--- config.mk ---
export PLATFORM = sky130hd
export DESIGN_NAME = mux_sweep_driver
export DESIGN_NICKNAME = d
export VERILOG_FILES = /design/src/rtl/mux_sweep_pkg.sv /design/src/rtl/sweep_hold_timer.sv /design/src/rtl/mux_sweep_driver.sv
export SDC_FILE = /design/constraint.sdc
export NUM_CORES = 1
export LEC_CHECK = 0
export CAP_MARGIN = 10
export CORE_MARGIN = 2
export CORE_UTILIZATION = 51
export DETAILED_ROUTE_END_ITERATION = 7
export GPL_ROUTABILITY_DRIVEN = 0
export GPL_TIMING_DRIVEN = 0
export PLACE_DENSITY_LB_ADDON = 0.12
export SETUP_SLACK_MARGIN = 0.5
export SYNTH_ARGS = -nofsm -noshare
export SYNTH_HDL_FRONTEND = slang
export SYNTH_SLANG_ARGS = --single-unit
export TNS_END_PERCENT = 10
--- constraint.sdc ---
create_clock -name clk -period 2.25 [get_ports clk]
set_input_delay 0.45 -clock clk [delete_from_list [all_inputs] [get_ports clk]]
set_output_delay 0.45 -clock clk [all_outputs]
set_load 0.01 [all_outputs]
--- src/rtl/mux_sweep_pkg.sv ---
// Shared types and golden function for the 2:1 mux sweep driver.
package mux_sweep_pkg;

  typedef enum logic [1:0] {IDLE, DRIVE, SAMPLE, DONE} state_t;

  localparam int NUM_VECTORS = 8;
  localparam int IDX_W       = 3;
  localparam int ERR_W       = 4;

  function automatic logic exp_mux(input logic a, input logic b, input logic s);
    return s ? b : a;
  endfunction

endpackage

--- src/rtl/sweep_hold_timer.sv ---
// Per-vector settle counter: clear loads 1, enable counts up, term flags HOLD_CYCLES-1.
module sweep_hold_timer #(
  parameter int HOLD_CYCLES = 4,
  parameter int HOLD_W      = 8
) (
  input  logic clk,
  input  logic rst_n,
  input  logic clear,
  input  logic enable,
  output logic term
);

  localparam logic [HOLD_W-1:0] TERM_VAL = HOLD_W'(HOLD_CYCLES - 1);

  logic [HOLD_W-1:0] cnt;

  always_ff @(posedge clk or negedge rst_n) begin
    if (!rst_n)      cnt <= '0;
    else if (clear)  cnt <= HOLD_W'(1);
    else if (enable) cnt <= cnt + 1'b1;
  end

  assign term = (cnt == TERM_VAL);

endmodule

--- src/rtl/mux_sweep_driver.sv ---
// Walks all eight {s,b,a} vectors into a 2:1 mux and scores y against the golden function.
module mux_sweep_driver
  import mux_sweep_pkg::*;
#(
  parameter int HOLD_CYCLES = 4,
  parameter int HOLD_W      = 8
) (
  input  logic       clk,
  input  logic       rst_n,
  input  logic       start,
  input  logic       y,
  output logic       a,
  output logic       b,
  output logic       s,
  output logic       busy,
  output logic       done,
  output logic       pass,
  output logic [3:0] err_count,
  output logic [7:0] fail_vec
);

  localparam logic [IDX_W-1:0] LAST_IDX = IDX_W'(NUM_VECTORS - 1);
  localparam logic [ERR_W-1:0] ERR_MAX  = ERR_W'(NUM_VECTORS);

  state_t           state, nxt;
  logic [IDX_W-1:0] idx;
  logic             accept, t_clr, t_en, t_term, mismatch;

  sweep_hold_timer #(
    .HOLD_CYCLES(HOLD_CYCLES),
    .HOLD_W     (HOLD_W)
  ) u_timer (
    .clk   (clk),
    .rst_n (rst_n),
    .clear (t_clr),
    .enable(t_en),
    .term  (t_term)
  );

  always_ff @(posedge clk or negedge rst_n) begin
    if (!rst_n) state <= IDLE;
    else        state <= nxt;
  end

  always_comb begin
    nxt    = state;
    accept = 1'b0;
    t_clr  = 1'b0;
    t_en   = 1'b0;
    case (state)
      IDLE, DONE: if (start) begin
        nxt    = DRIVE;
        accept = 1'b1;
        t_clr  = 1'b1;
      end
      DRIVE: begin
        t_en = 1'b1;
        if (t_term) nxt = SAMPLE;
      end
      SAMPLE: begin
        t_clr = 1'b1;
        nxt   = (idx == LAST_IDX) ? DONE : DRIVE;
      end
      default: nxt = IDLE;
    endcase
  end

  // a/b/s always mirror idx, so the comparison can use the driven pins directly
  assign mismatch = (state == SAMPLE) && (y != exp_mux(a, b, s));

  always_ff @(posedge clk or negedge rst_n) begin
    if (!rst_n) begin
      idx       <= '0;
      {s, b, a} <= 3'b000;
      err_count <= '0;
      fail_vec  <= '0;
    end else if (accept) begin
      idx       <= '0;
      {s, b, a} <= 3'b000;
      err_count <= '0;
      fail_vec  <= '0;
    end else if (state == SAMPLE) begin
      if (mismatch) begin
        fail_vec[idx] <= 1'b1;
        if (err_count != ERR_MAX) err_count <= err_count + 1'b1;
      end
      if (idx != LAST_IDX) begin
        idx       <= idx + 1'b1;
        {s, b, a} <= idx + 1'b1;
      end
    end
  end

  assign busy = (state == DRIVE) || (state == SAMPLE);
  assign done = (state == DONE);
  assign pass = done && (err_count == '0);

endmodule

---- After elaboration in Yosys (flattened, before gate mapping) ----
Cells that the tools add are included.
cells by class
  add/subtract/negate cells ............... 3
  order comparisons ....................... 2
  equal/unequal tests ..................... 10
  muxes and demuxes ....................... 32
  bitwise gates (word level) .............. 1
  reductions and logical operators ........ 16
operators with widths
  operator                                                                             number
  8-bit 2-to-1 mux                                                                     5
  4-bit 2-to-1 mux                                                                     4
  1-bit 2-to-1 mux                                                                     14
  2-bit nonzero test                                                                   5
  3-bit 2-to-1 mux                                                                     3
  8-bit by 1-bit adder with 8-bit output, second input constant                        1
  8-bit by 2-bit equality test with 1-bit output, second input constant                1
  8-bit bitwise OR                                                                     1
  2-bit 2-to-1 mux                                                                     3
  2-bit case mux with 3 select lines                                                   1
  2-bit AND reduction                                                                  3
  4-bit by 1-bit adder with 4-bit output, second input constant                        1
  2-bit equality test, second input constant                                           2
  4-bit zero test                                                                      1
  3-bit by 4-bit less-than comparator with 1-bit output, second input constant         1
  2-bit inequality test, second input constant                                         2
  4-bit inequality test, second input constant                                         1
  3-bit by 1-bit adder with 3-bit output, second input constant                        1
  1-bit demux with 3-bit select                                                        1
  3-bit equality test, second input constant                                           1
  3-bit by 1-bit greater-or-equal comparator with 1-bit output, second input constant  1
  1-bit logical AND                                                                    3
  3-bit inequality test, second input constant                                         1
  3-bit AND reduction                                                                  1
  other kinds (6)                                                                      6
word-level totals
  register bits ........................... 28
  output and inout port bits .............. 18
  logic and storage cells ................. 72

---- Longest topological paths before layout ----
  depth after elaboration ................. 8
  gate-level depth with buffers ........... 7

---- Modules after synthesis ----
From an unflattened synthesis, not the netlist that was laid out.
unflattened totals
  cells, all modules ...................... 134
  area total of the unflattened synthesis .. 1318.8 sq um
modules (own cells, without submodules)
  module            times used  cells an instance  area each (sq um)  seq. area each (sq um)
  mux_sweep_driver  1           94                 904.6              425.4
  sweep_hold_timer  1           40                 414.1              200.2

---- Least setup slack after synthesis ----
OpenSTA, ideal clock, no wires.
  kind .................................... register to register
  from .................................... register state[0]
  to ...................................... register u_timer.cnt[7]
  setup time .............................. 96 ps
  arrival time ............................ 1572 ps
  required time ........................... 2154 ps
  setup slack ............................. 582 ps
  cell stages (with the launch flop) ...... 8
  buffers on the path ..................... 1
  clock period less this slack ............ 1668 ps
  path through ............................ dfrtp_1 inv_1 ha_1 and2_1 clkbuf_1 o21bai_1 o211ai_1 o31ai_1
between the ends
  longest elaborated chain between the ends .. 4
  elaborated cells between the ends (all ways) .. 9
  those cells by class .................... 3 x eq/ne; 3 x mux; 3 x reduce/logical
ends and longest elaborated chain
  element                                                 line                    source
  start, declared                                         mux_sweep_driver.sv:25  state_t state, nxt;
  start signal, assigned                                  mux_sweep_driver.sv:42  else state <= nxt;
  2-bit equality test or 2-bit zero test (tied branches)  mux_sweep_driver.sv:50  case (state)
  2-bit OR reduction                                      mux_sweep_driver.sv:50
  1-bit case mux with 2 select lines                      mux_sweep_driver.sv:50
  8-bit 2-to-1 mux or 2-bit nonzero test (tied branches)  -
  end signal, assigned                                    sweep_hold_timer.sv:20  else if (enable) cnt <= cnt + 1'b1;
  end, declared                                           sweep_hold_timer.sv:15  logic [HOLD_W-1:0] cnt;
Several ways; a longest one is shown, not always the timed one.
A chain may end at the register's enable or synchronous reset.

---- Worst setup path in the final report ----
  from .................................... register err_count[0]
  to ...................................... output port pass
between the ends
  longest elaborated chain between the ends .. 2
ends and longest elaborated chain
  element                 line                    source
  start, declared         mux_sweep_driver.sv:18  output logic [3:0] err_count,
  start signal, assigned  mux_sweep_driver.sv:85  if (err_count != ERR_MAX) err_count <= err_count + 1'b1;
  4-bit zero test         mux_sweep_driver.sv:96  assign pass = done && (err_count == '0);
  1-bit logical AND       mux_sweep_driver.sv:96
  end, declared           mux_sweep_driver.sv:17  output logic pass,
No other way between the ends.

==> impl_results.md <==
- WL/cell: roughly 14 microns
- Clk Latency, worst-skew pair: around 0.33 ns
- Fraction of layout cells with a size suffix above 1: 0.157
- Fmax: 546 MHz
- Initial drt markers: 15
- Final wirelength: ~2.7 mm
- WP data required: 1.80 ns
- Syn Nets: 145
- Diodes inserted: 0
- Core area: 2430 sq um
- Slew @ Worst Pin: 0.576 ns
- RSZ-0062 raised after global routing: true
- DR vias: approximately 1100
- Fin util: 0.685
- Final Hold Viols: 0
- Minimum clock period: ~1.8 ns
- Initial antenna violation count: 0
- First-pass GRT wire length: about 4.3 mm
- CTS buffer count: 3
- Worst-path maximum fanout: 3
- DP HPWL: 1.80 mm
- IO Pins: 22
- Relative slew slack: 0.615
- CTS tree: done
- Worst path buffer plus inverter count: 2
- VDD IR-drop max: 0.625 mV
- Post-Syn Area: 1280 sq um
- Drt via density: ~5.6
- Setup Skew: 0.00700 ns
- Grt ovf: 0
- Die Ht: 54.1 microns
- Critical path's top delay family: flip-flops
- # H-tree levels: 1
- YS warnings: 0
- Slew Viols, Final: 0
- Post-Syn Area per Cell: 9.68 sq um
- Buffers added on ports: 21
- Total of max-cap violations: 0
- Tcrit/Tclk final: 0.814
- Initial cell density of the core: 0.525
- Synth Register Bits: 25
- Vias in the first global route: 958
- Clk buf depth: 2
- Routed Antenna Nets: 0
- Crit path launch type: flop
- Critical Path Max Stage Delay: 0.42 ns
- Setup CP Type: flop to output port
- Fin area: roughly 1700 sq um
- Nets: 180
- TritonCTS Sinks: 25
- All-Layer GR Usage: 0.204
- Synth cell types: 28
- Drt drc: 0
- Width of the die: ~54 microns
- Power density over cell area: roughly 1000 nW/um^2
- Setup violations, final: 0
- Critical path arrival: 1.38 ns
- Worst hold path class: primary input to async pin
- Post-synthesis sequential area ratio: 0.490
- Post-Place Cell Area: ~1500 sq um
- Slowest-stage cell, CP: dfrtp_1
- Final Non-Filler Cells: approximately 200
- Leak: roughly 0.00076 uW
- Largest net degree at the start of global routing: 26
- Post-CTS Hold Fix Bufs: 0
- Setup TNS: 0 ns
- Outcome: complete, no violations
- Die area: 2920 sq um
- Area delta synth->final: 30.5%
- Crit. End Element: output port
- Clk pin slew, worst setup/hold paths: between 0.1 and 0.15 ns
- Pre-antenna DRT Iters: 4
- CTS root buf: clkbuf_4
- CP cell instances: inv_1 -> ha_2 -> nor4bb_1 -> buf_2
- Cells after DPL: between 150 and 200
- Syn Inst Count: 132
- # rows: 18
-- kinds of logic (layout without fill, tap and decap cells) --
family / Yosys count / in the layout / share of synthesized area
muxes: 2 / 2 / 0.0157
AOI/OAI and AO/OA: 30 / 30 / 0.163
and+or+nand+nor: 50 / 50 / 0.185
buffers and inverters: 13 / 47 / 0.0382
xor gates and xnor gates: 3 / 3 / 0.0206
adders and majority gates: 9 / 9 / 0.0882
DFF: 25 / 25 / 0.490
-- worst register-to-register path, stage by stage, from the launching register on --
cell	delay, ns
dfrtp_1	0.45
ha_4	0.30
and2_1	0.12
clkbuf_1	0.26
clkbuf_1	0.40
nor2_1	0.10
-- state kept, by name, summed over array words and instances, names as in the netlist --
name / count
u_timer.cnt: 8
fail_vec: 8
s: 1
state: 2
idx: 2
err_count: 4
-- per-layer routing --
| metal | track usage | vias up | part of all wire |
|---|---|---|---|
| met2 | 0.323 | 26 | 0.47 |
| li1 | - | 543 | - |
| met4 | 0.0875 | 0 | 0.012 |
| met3 | 0.0250 | 3 | 0.039 |
| met5 | 0 | - | 0 |
| met1 | 0.280 | 523 | 0.48 |
-- final cells by class --
cell class                 instances  area [sq um]
inverter                           9          33.8
tap                               30          37.5
buffer                             4          17.5
sequential                        25           628
fill                             190           766
clock buffer                       4          26.3
multi-input combinational         94           642
timing repair buffer              30           282
-- power breakdown --
group | total (uW) | switching, uW | internal [uW]
registers | 633 | 91.6 | 542
logic | 894 | 474 | 420
clock network | 208 | 138 | 69.5
-- stage by stage --
stage / total power [uW] / hold slack (ns) / setup WS, ns
global route: 1880 / 0.497 / 0.333
finish: 1730 / 0.478 / 0.419
global placement: 1380 / 0.471 / 0.212
floorplan: 1130 / 0.154 / 0.582
detailed placement: 1400 / 0.478 / 0.185
CTS: 1710 / 0.504 / 0.409
-- worst paths after layout --
check / startpoint / to / slack [ns] / depth (start not counted)
max in group asynchronous: rst_n / idx[1]$_DFFE_PN0P_ / 1.27 / 2
hold reg to reg: u_timer.cnt[7]$_DFFE_PN0P_ / u_timer.cnt[7]$_DFFE_PN0P_ / 0.50 / 1
setup / recovery: err_count[0]$_DFFE_PN0P_ / pass / 0.42 / 4
min in group clk: u_timer.cnt[7]$_DFFE_PN0P_ / u_timer.cnt[7]$_DFFE_PN0P_ / 0.50 / 1
setup reg to reg: state[1]$_DFFE_PN0P_ / fail_vec[6]$_DFFE_PN0P_ / 0.53 / 5
hold / removal: rst_n / u_timer.cnt[1]$_DFFE_PN0P_ / 0.48 / 1
-- what timing repair did --
action	CTS	global route
pin swaps	2	0
gates resized for setup	17	8
setup buffers	8	0
setup endpoints to repair	27	34
-- cell usage in the layout, fill, tap and decap left out, drive strengths merged --
master         instances
a21oi                  6
a22o                   1
a41oi                  4
and2                   1
and3                   1
buf                   11
clkbuf                 8
clkdlybuf4s15          1
clkdlybuf4s50         17
dfrtp                 25
dlymetal6s2s           1
ha                     9
inv                    9
mux2i                  2
nand2                 13
nand3                  3
nand4                  3
nor2                  18
nor2b                  2
nor4                   5
nor4bb                 1
o211ai                 4
o21ai                  9
o21bai                 1
o31ai                  3
o41ai                  2
or3                    2
or4                    1
xnor2                  2
xor2                   1
-- synth_stat cells --
master,instances,area [sq um]
dfrtp_1,25,626
nor2_1,18,67.6
nand2_1,13,48.8
ha_1,9,113
inv_1,9,33.8
o21ai_0,8,40.0
a21oi_1,6,30.0
nor4_1,5,31.3
a41oi_1,4,35.0
clkbuf_1,4,15.0
o211ai_1,4,30.0
nand3_1,3,15.0
nand4_1,3,18.8
o31ai_1,3,22.5
mux2i_1,2,20.0
nor2b_1,2,12.5
or3_1,2,12.5
xnor2_1,2,17.5
a22o_1,1,8.76
and2_1,1,6.26
and3_1,1,6.26
nor4bb_1,1,10.0
o21ai_2,1,8.76
o21bai_1,1,7.51
o41ai_1,1,8.76
o41ai_2,1,16.3
or4_1,1,7.51
xor2_1,1,8.76
No activity file was read; power rests on OpenSTA's default activity.
